<file path="src/rtl/rv32i_pkg.sv">
// Shared RV32I definitions: datapath widths, canonical NOP and the fetch FSM encoding.
// IFETCH_ALIGN_CHECK_EN adds the FAULT halt state to the fetch FSM.
package rv32i_pkg;
    localparam int XLEN = 32;
    localparam int ILEN = 32;
    localparam logic [ILEN-1:0] RV32I_NOP = 32'h0000_0013;

    typedef enum logic [2:0] {
        IF_IDLE  = 3'd0,
        IF_REQ   = 3'd1,
        IF_WAIT  = 3'd2,
        IF_HOLD  = 3'd3
`ifdef IFETCH_ALIGN_CHECK_EN
        ,
        IF_FAULT = 3'd4
`endif
    } ifetch_state_e;
endpackage

</file>
<file path="src/rtl/ifetch_pc_reg.sv">
// Architectural fetch PC: redirect load (low two bits masked) beats sequential +4 increment.
module ifetch_pc_reg
    import rv32i_pkg::*;
#(
    parameter logic [XLEN-1:0] RESET_VECTOR = 32'h0000_0000
) (
    input  logic            clk,
    input  logic            rst,
    input  logic            load_en,
    input  logic [XLEN-1:0] load_pc,
    input  logic            inc_en,
    output logic [XLEN-1:0] pc
);
    logic [XLEN-1:0] pc_q;
    logic [XLEN-1:0] pc_d;

    always_comb begin
        pc_d = pc_q;
        if (load_en) begin
            pc_d = load_pc & ~XLEN'(3);
        end else if (inc_en) begin
            pc_d = pc_q + XLEN'(4);
        end
    end

    always_ff @(posedge clk or posedge rst) begin
        if (rst) begin
            pc_q <= RESET_VECTOR;
        end else begin
            pc_q <= pc_d;
        end
    end

    assign pc = pc_q;
endmodule

</file>
<file path="src/rtl/ifetch_unit.sv">
// RV32I fetch stage: single-outstanding imem requests, registered instruction to decode.
// IFETCH_ALIGN_CHECK_EN enables the align_fault port and the FAULT halt on misaligned redirects.
module ifetch_unit
    import rv32i_pkg::*;
#(
    parameter logic [XLEN-1:0] RESET_VECTOR = 32'h0000_0000,
    parameter logic [ILEN-1:0] NOP_INSTR    = RV32I_NOP
) (
    input  logic            clk,
    input  logic            rst,
    // valid/ready: a transfer happens on a rising edge where both are high; a
    // producer holds valid and its payload stable until that edge.
    output logic            imem_req_valid,
    input  logic            imem_req_ready,
    output logic [XLEN-1:0] imem_addr,
    input  logic            imem_resp_valid,
    input  logic [ILEN-1:0] imem_resp_data,
    output logic            instr_valid,
    input  logic            instr_ready,
    output logic [ILEN-1:0] instr,
    output logic [XLEN-1:0] instr_pc,
    output logic [XLEN-1:0] instr_pc_plus4,
    input  logic            redirect_valid,
    input  logic [XLEN-1:0] redirect_pc,
`ifdef IFETCH_ALIGN_CHECK_EN
    output logic            align_fault,
`endif
    output ifetch_state_e   dbg_state
);
    ifetch_state_e   state_q, state_d;
    logic [ILEN-1:0] instr_q, instr_d;
    logic [XLEN-1:0] instr_pc_q, instr_pc_d;
    logic            instr_valid_q, instr_valid_d;
    logic            drop_q, drop_d;
    logic            pc_load, pc_inc, pend_after;
    logic [XLEN-1:0] fetch_pc;
`ifdef IFETCH_ALIGN_CHECK_EN
    logic            align_fault_q, align_fault_d;
`endif

    ifetch_pc_reg #(.RESET_VECTOR(RESET_VECTOR)) u_pc_reg (
        .clk     (clk),
        .rst     (rst),
        .load_en (pc_load),
        .load_pc (redirect_pc),
        .inc_en  (pc_inc),
        .pc      (fetch_pc)
    );

    always_comb begin
        state_d       = state_q;
        instr_d       = instr_q;
        instr_pc_d    = instr_pc_q;
        instr_valid_d = instr_valid_q;
        drop_d        = drop_q;
        pc_load       = 1'b0;
        pc_inc        = 1'b0;
        // A request is still owed a response after this edge.
        pend_after    = (state_q == IF_REQ && imem_req_ready) ||
                        (state_q == IF_WAIT && !imem_resp_valid);
`ifdef IFETCH_ALIGN_CHECK_EN
        align_fault_d = align_fault_q;
        pend_after    = pend_after || (state_q == IF_FAULT && drop_q && !imem_resp_valid);
`endif

        case (state_q)
            IF_IDLE: state_d = IF_REQ;
            IF_REQ: begin
                if (imem_req_ready) state_d = IF_WAIT;
            end
            IF_WAIT: begin
                if (imem_resp_valid) begin
                    if (drop_q) begin
                        drop_d  = 1'b0;
                        state_d = IF_REQ;
                    end else begin
                        instr_d       = imem_resp_data;
                        instr_pc_d    = fetch_pc;
                        instr_valid_d = 1'b1;
                        pc_inc        = 1'b1;
                        state_d       = IF_HOLD;
                    end
                end
            end
            IF_HOLD: begin
                if (instr_ready) begin
                    instr_valid_d = 1'b0;
                    instr_d       = NOP_INSTR;
                    state_d       = IF_REQ;
                end
            end
`ifdef IFETCH_ALIGN_CHECK_EN
            IF_FAULT: begin
                if (imem_resp_valid) drop_d = 1'b0;
            end
`endif
            default: state_d = IF_IDLE;
        endcase

        // Redirect wins over everything; an in-flight request becomes a stale drop.
        if (redirect_valid) begin
            instr_pc_d    = instr_pc_q;
            instr_valid_d = 1'b0;
            instr_d       = NOP_INSTR;
            pc_inc        = 1'b0;
`ifdef IFETCH_ALIGN_CHECK_EN
            if (redirect_pc[1:0] != 2'b00) begin
                align_fault_d = 1'b1;
                drop_d        = pend_after;
                state_d       = IF_FAULT;
            end else begin
                align_fault_d = 1'b0;
`endif
                pc_load = 1'b1;
                drop_d  = pend_after;
                state_d = pend_after ? IF_WAIT : IF_REQ;
`ifdef IFETCH_ALIGN_CHECK_EN
            end
`endif
        end
    end

    always_ff @(posedge clk or posedge rst) begin
        if (rst) begin
            state_q       <= IF_IDLE;
            instr_q       <= NOP_INSTR;
            instr_pc_q    <= '0;
            instr_valid_q <= 1'b0;
            drop_q        <= 1'b0;
        end else begin
            state_q       <= state_d;
            instr_q       <= instr_d;
            instr_pc_q    <= instr_pc_d;
            instr_valid_q <= instr_valid_d;
            drop_q        <= drop_d;
        end
    end

`ifdef IFETCH_ALIGN_CHECK_EN
    always_ff @(posedge clk or posedge rst) begin
        if (rst) begin
            align_fault_q <= 1'b0;
        end else begin
            align_fault_q <= align_fault_d;
        end
    end

    assign align_fault = align_fault_q;
`endif

    assign imem_req_valid = (state_q == IF_REQ);
    assign imem_addr      = fetch_pc;
    assign instr_valid    = instr_valid_q;
    assign instr          = instr_q;
    assign instr_pc       = instr_pc_q;
    assign instr_pc_plus4 = instr_pc_q + XLEN'(4);
    assign dbg_state      = state_q;
endmodule

</file>
<file path="config.mk">
export PLATFORM = sky130hd
export DESIGN_NAME = ifetch_unit
export DESIGN_NICKNAME = d
export VERILOG_FILES = /design/src/rtl/rv32i_pkg.sv /design/src/rtl/ifetch_pc_reg.sv /design/src/rtl/ifetch_unit.sv
export SDC_FILE = /design/constraint.sdc
export NUM_CORES = 1
export LEC_CHECK = 0
export ABC_CLOCK_PERIOD_IN_PS = 3300
export BUFFER_PORTS_ARGS = -buffer_cell sky130_fd_sc_hd__buf_2
export CORE_ASPECT_RATIO = 1.5
export CORE_UTILIZATION = 45
export DETAILED_ROUTE_END_ITERATION = 6
export GPL_TIMING_DRIVEN = 0
export PLACE_DENSITY = 0.76
export SYNTH_ARGS = -nofsm -noshare
export SYNTH_HDL_FRONTEND = slang
export SYNTH_SLANG_ARGS = --single-unit
</file>
<file path="constraint.sdc">
create_clock -name clk -period 3.3 [get_ports clk]
set_input_delay 0 -clock clk [delete_from_list [all_inputs] [get_ports clk]]
set_output_delay 0 -clock clk [all_outputs]
set_load 0.1 [all_outputs]
</file>
* After elaboration in Yosys (flattened, before gate mapping) *
Index checks and enable logic that the tools add are counted.

operators by class
  bitwise logic cells = 2
  reduce and logical (&&, ||, !) cells = 13
  mux-type cells = 27
  eq/ne operators = 7
  add/subtract/negate cells = 2

operators by type and width
  cell                     count
  $mux W32                 6
  $add A32 B3 Y32 const B  2
  $pmux W32 S2             1
  $mux W1                  12
  $mux W3                  4
  $pmux W3 S4              1
  $ne A3 B3 Y1 const B     3
  $reduce_and A4 Y1        2
  $eq A3 B2 Y1 const B     2
  $reduce_bool A2 Y1       3
  $mux W2                  2
  $eq A3 B1 Y1 const B     1
  $logic_not A3 Y1         1
  $ne A3 B1 Y1 const B     1
  $reduce_and A3 Y1        1
  $reduce_bool A3 Y1       1
  $logic_and A1 B1 Y1      2
  $not A1 Y1               2
  $pmux W1 S2              1
  $reduce_and A2 Y1        1
  $logic_not A1 Y1         1
  $logic_or A1 B1 Y1       1

word-level totals
  output and inout bits = 133
  flip-flop bits (word level) = 101
  word-level logic and storage cells = 57

* Logic depth before layout (Yosys ltp) *
  depth in word-level cells = 6
  mapped depth = 6
  depth with buffers taken out = 5

* By module *
From an unflattened synthesis, not the netlist that was laid out.

unflattened totals
  cells, all modules = 511
  area, all modules = 4,916.0 µm²

by module, submodules not included
  module         cells an instance  seq. area each (µm²)  times used  area an instance (µm²)
  ifetch_unit    314                1,705.4               1           3,128.0
  ifetch_pc_reg  197                750.7                 1           1,788.0

* Worst setup path after synthesis *
Ideal clock, no wire load.

  kind = register -> output
  start point = reg instr_pc_q[9], in the netlist instr_pc[9]
  end point = out instr_pc_plus4[24]
  data arrival time = 3.905 ns
  stages on the path, launching flop included = 5
  path buffers = 0
  required time = 3.300 ns
  slack = -0.605 ns
  path through = dfrtp_1 nand4_1 nor4_1 nand4_1 xnor2_1

on the way
  word-level cells in the longest chain between the ends = 1

RTL lines
  what                      line                source
  start: declaration        ifetch_unit.sv:32   logic [XLEN-1:0] instr_pc_q, instr_pc_d;
  start signal: assignment  ifetch_unit.sv:133  instr_pc_q <= instr_pc_d;
  $add A32 B3 Y32           ifetch_unit.sv:156  assign instr_pc_plus4 = instr_pc_q + XLEN'(4);
  end: declaration          ifetch_unit.sv:22   output logic [XLEN-1:0] instr_pc_plus4,

Every way passes these cells.

* Worst setup path after layout *
  start point = reg instr_pc_q[9], in the netlist instr_pc[9]
  end point = out instr_pc_plus4[29]

The elaborated chain is that of the path after synthesis.

==> flow_summary_export.csv <==
group,metric,value,unit
cells_and_area,area_growth,47.3,%
worst_setup_path,crit_path_start_kind,"flip-flop",
global_routing,antenna_found_initial,0,
clock_network,clock-sinks,96,
logic_synthesis,ys_ff_latch,96,
timing,slew_viol_final,0,
routing,wirelength,14800,um
power_and_ir_drop,switchingPower,4.35,mW
routing,vias_per_cell,5.38,
worst_setup_path,setup.worst_path.end,"instr_pc_plus4[29]",
logic_synthesis,syn_inst,473,
die,io_pins,203,
worst_setup_path,critical_path_class,"reg2out",
clock_network,clock_latency,0.34,ns
logic_synthesis,syn_area,4830,um2
power_and_ir_drop,max-vdd-ir-drop,834,uV
timing,fmaxAchievable,0.343,GHz
worst_hold_path,hold_class,"in2reg",
placed_design,place_congestion,0.839,
die,die_x,86.6,um
global_routing,grt_max_degree,55,
timing,hold_ws,0.0281,ns
timing,skew,0.00590,ns
logic_synthesis,synth_flop_cell,"dfrtp_1",
power_and_ir_drop,pwr-share-comb,0.601,
die,die_area,11200,um2
logic_synthesis,yosys_warnings,0,
power_and_ir_drop,powerDensity,996,nW/um2
die,core-area,10500,um2
cells_and_area,utilization,0.676,
timing,relSlewSlack,0.272,
worst_setup_path,crit_start,"instr_pc[9]",
global_routing,grt_pass1_vias,4734,
routing,dr.pass1.iters,4,
timing,worst_pin_slew,1.08,ns
clock_network,cts_buffers,9,
routing,post_drt_wl_per_cell,16.5,um
worst_setup_path,cp.arrival,2.91,ns
worst_setup_path,path_max_fanout,9,
die,dieHeight,129,um
placed_design,io_buffers,193,
logic_synthesis,synth_seq_area_share,0.498,
timing,rsz0062_at_grt,"false",
routing,num_vias,4825,
logic_synthesis,ys_types,46,
power_and_ir_drop,leakagePower,3.47,nW
power_and_ir_drop,internal_power,2.74,mW
timing,setup_viol,0,
die,start_util,0.459,
die,rows,46,
routing,drc,0,
clock_network,cts_tree,"done",
power_and_ir_drop,p_total,7.09,mW
global_routing,grt_usage,0.274,
cells_and_area,final_cells,897,
run,cap_violations,0,
cells_and_area,antenna_cells,0,
power_and_ir_drop,p_sw_frac,0.614,
timing,setup_ws,0.386,ns
routing,drt_iter0_drc,270,
worst_setup_path,rr_worst_depth,5,
placed_design,dpl.hpwl,10600,um
cells_and_area,finalNetCount,820,
worst_setup_path,critPathRequiredTime,3.30,ns
clock_network,clk_pin_slew,0.06,ns
clock_network,cts-root-buf,"clkbuf_16",
cells_and_area,drive_gt1_frac,0.355,
placed_design,post-place-ws,0.743,ns
global_routing,overflow,0,
global_routing,grt_pass1_wl,23400,um
logic_synthesis,synth-async-reset-ratio,1.00,
outcome,outcome,"complete, no violations",
placed_design,placed_area,6180,um2
logic_synthesis,syn_area_per_cell,10.2,um2
routing,postRouteAntennaNets,0,
worst_setup_path,reg2reg_to,"instr_pc[24]",
timing,setup_tns,0,ns
timing,fin_crit,2.91,ns
timing,fin_crit_sh,0.883,
cells_and_area,final_area,7120,um2
timing,hold_violations,0,
worst_setup_path,rrSetupSlack,0.94,ns
clock_network,cts_buffer_depth,2,
logic_synthesis,synth-edff-count,0,
placed_design,post-place-cells,817,
clock_network,htree_levels,3,
worst_setup_path,crit_path_end_kind,"output pin",
power_and_ir_drop,p_clk_frac,0.149,
worst_setup_path,rr_startpoint,"dbg_state[0]",
power_and_ir_drop,p_seq_frac,0.250,
## sequential cells by signal, indices dropped and copies added (netlist names)
signal	flops
drop_q	1
instr_pc	30
u_pc_reg.pc	30
instr_valid	1
instr	32
dbg_state	2
## layer usage
layer | up-vias | share of wire | GRT usage | wire length (um)
met2 | 209 | 0.54 | 0.506 | 7990
met4 | 0 | 0.028 | 0.125 | 407
met5 | - | 0 | 0 | 0
met3 | 31 | 0.053 | 0.0455 | 778
li1 | 2279 | - | - | -
met1 | 2306 | 0.38 | 0.304 | 5590
## layout make-up
| class | instances | area [um2] |
|---|---|---|
| Buffer | 32 | 149 |
| Clock inverter | 3 | 40.0 |
| Fill cell | 833 | 3420 |
| Timing Repair Buffer | 258 | 1630 |
| Clock buffer | 13 | 260 |
| Inverter | 12 | 47.5 |
| Sequential cell | 96 | 2410 |
| Multi-Input combinational cell | 339 | 2400 |
| Tap cell | 144 | 180 |
## placed cells by master, fill, tap and decap left out, types with 14 or more instances in the layout
cell           count
nand4_1           22
clkbuf_1          24
mux2_2            24
nand2_1           42
buf_2            195
nor2_1            30
a22o_1            29
dfrtp_1           93
xnor2_2           15
nand3_1           23
or4_1             15
o21ai_0           23
dlygate4sd3_1     64
a31oi_1           15
xnor2_1           14
## repair_timing
item	in CTS	in global routing
setup buffers	0	0
hold buffers	64	0
gates resized for setup	0	0
hold endpoints to repair	105	0
## cell families (layout without fill, tap and decap cells)
| logic type | after synthesis | count (layout) | share of synthesized area |
|---|---|---|---|
| and+or+nand+nor | 173 | 173 | 0.192 |
| DFF | 96 | 96 | 0.498 |
| AOI/OAI and AO/OA | 94 | 94 | 0.137 |
| buffers and inverters | 44 | 318 | 0.0401 |
| xor gates and xnor gates | 38 | 38 | 0.0689 |
| muxes | 25 | 25 | 0.0580 |
| adders and majority gates | 2 | 2 | 0.00518 |
| other | 1 | 7 | 0.000776 |
## synth_stat cells (all sizes together), types with 3 or more instances
library cell / count / area (um2)
a31oi: 15 / 93.8
nor4: 5 / 37.5
or3: 4 / 25.0
and4: 5 / 43.8
clkbuf: 22 / 82.6
inv: 12 / 45.0
nor2: 30 / 113
a22o: 29 / 254
a21oi: 5 / 25.0
nand4: 22 / 138
or4: 15 / 113
mux2: 24 / 270
buf: 10 / 66.3
xnor2: 30 / 263
xor2: 8 / 70.1
dfstp: 3 / 78.8
nor3: 8 / 40.0
and3: 5 / 31.3
dfrtp: 93 / 2330
nand3: 23 / 115
nand2: 42 / 158
nand2b: 4 / 25.0
o31ai: 12 / 90.1
o21ai: 23 / 115
## worst max-delay path: stages (launching register included)
cell and delay (ns):
dfrtp_1 0.45, nand4_1 0.23, nor4_2 0.99, nand4_1 0.28, xnor2_2 0.18, buf_2 0.44
## power by group through the flow
stage | registers [mW] | clock network (mW) | logic [mW]
4_1_cts | 1.76 | 1.07 | 4.27
6_report | 1.77 | 1.06 | 4.26
5_1_grt | 1.81 | 1.12 | 4.39
2_1_floorplan | 3.35 | 0 | 2.02
3_3_place_gp | 1.76 | 0 | 4.17
3_5_place_dp | 1.78 | 0 | 4.21
## how the worst min path moves through the flow
| stage | start | endpoint | slack (ns) | depth (start not counted) |
|---|---|---|---|---|
| final | imem_resp_valid | dbg_state[0] | 0.03 | 2 |
| after global routing | imem_resp_valid | dbg_state[0] | 0.05 | 2 |
| after CTS | imem_resp_valid | dbg_state[0] | 0.02 | 2 |
| after detailed placement | rst | u_pc_reg.pc[29] | 0.10 | 2 |
| after global placement | redirect_pc[10] | u_pc_reg.pc[10] | 0.21 | 3 |
| after floorplan | redirect_pc[15] | u_pc_reg.pc[15] | 0.12 | 2 |
Power figures use the tool's default switching activity.
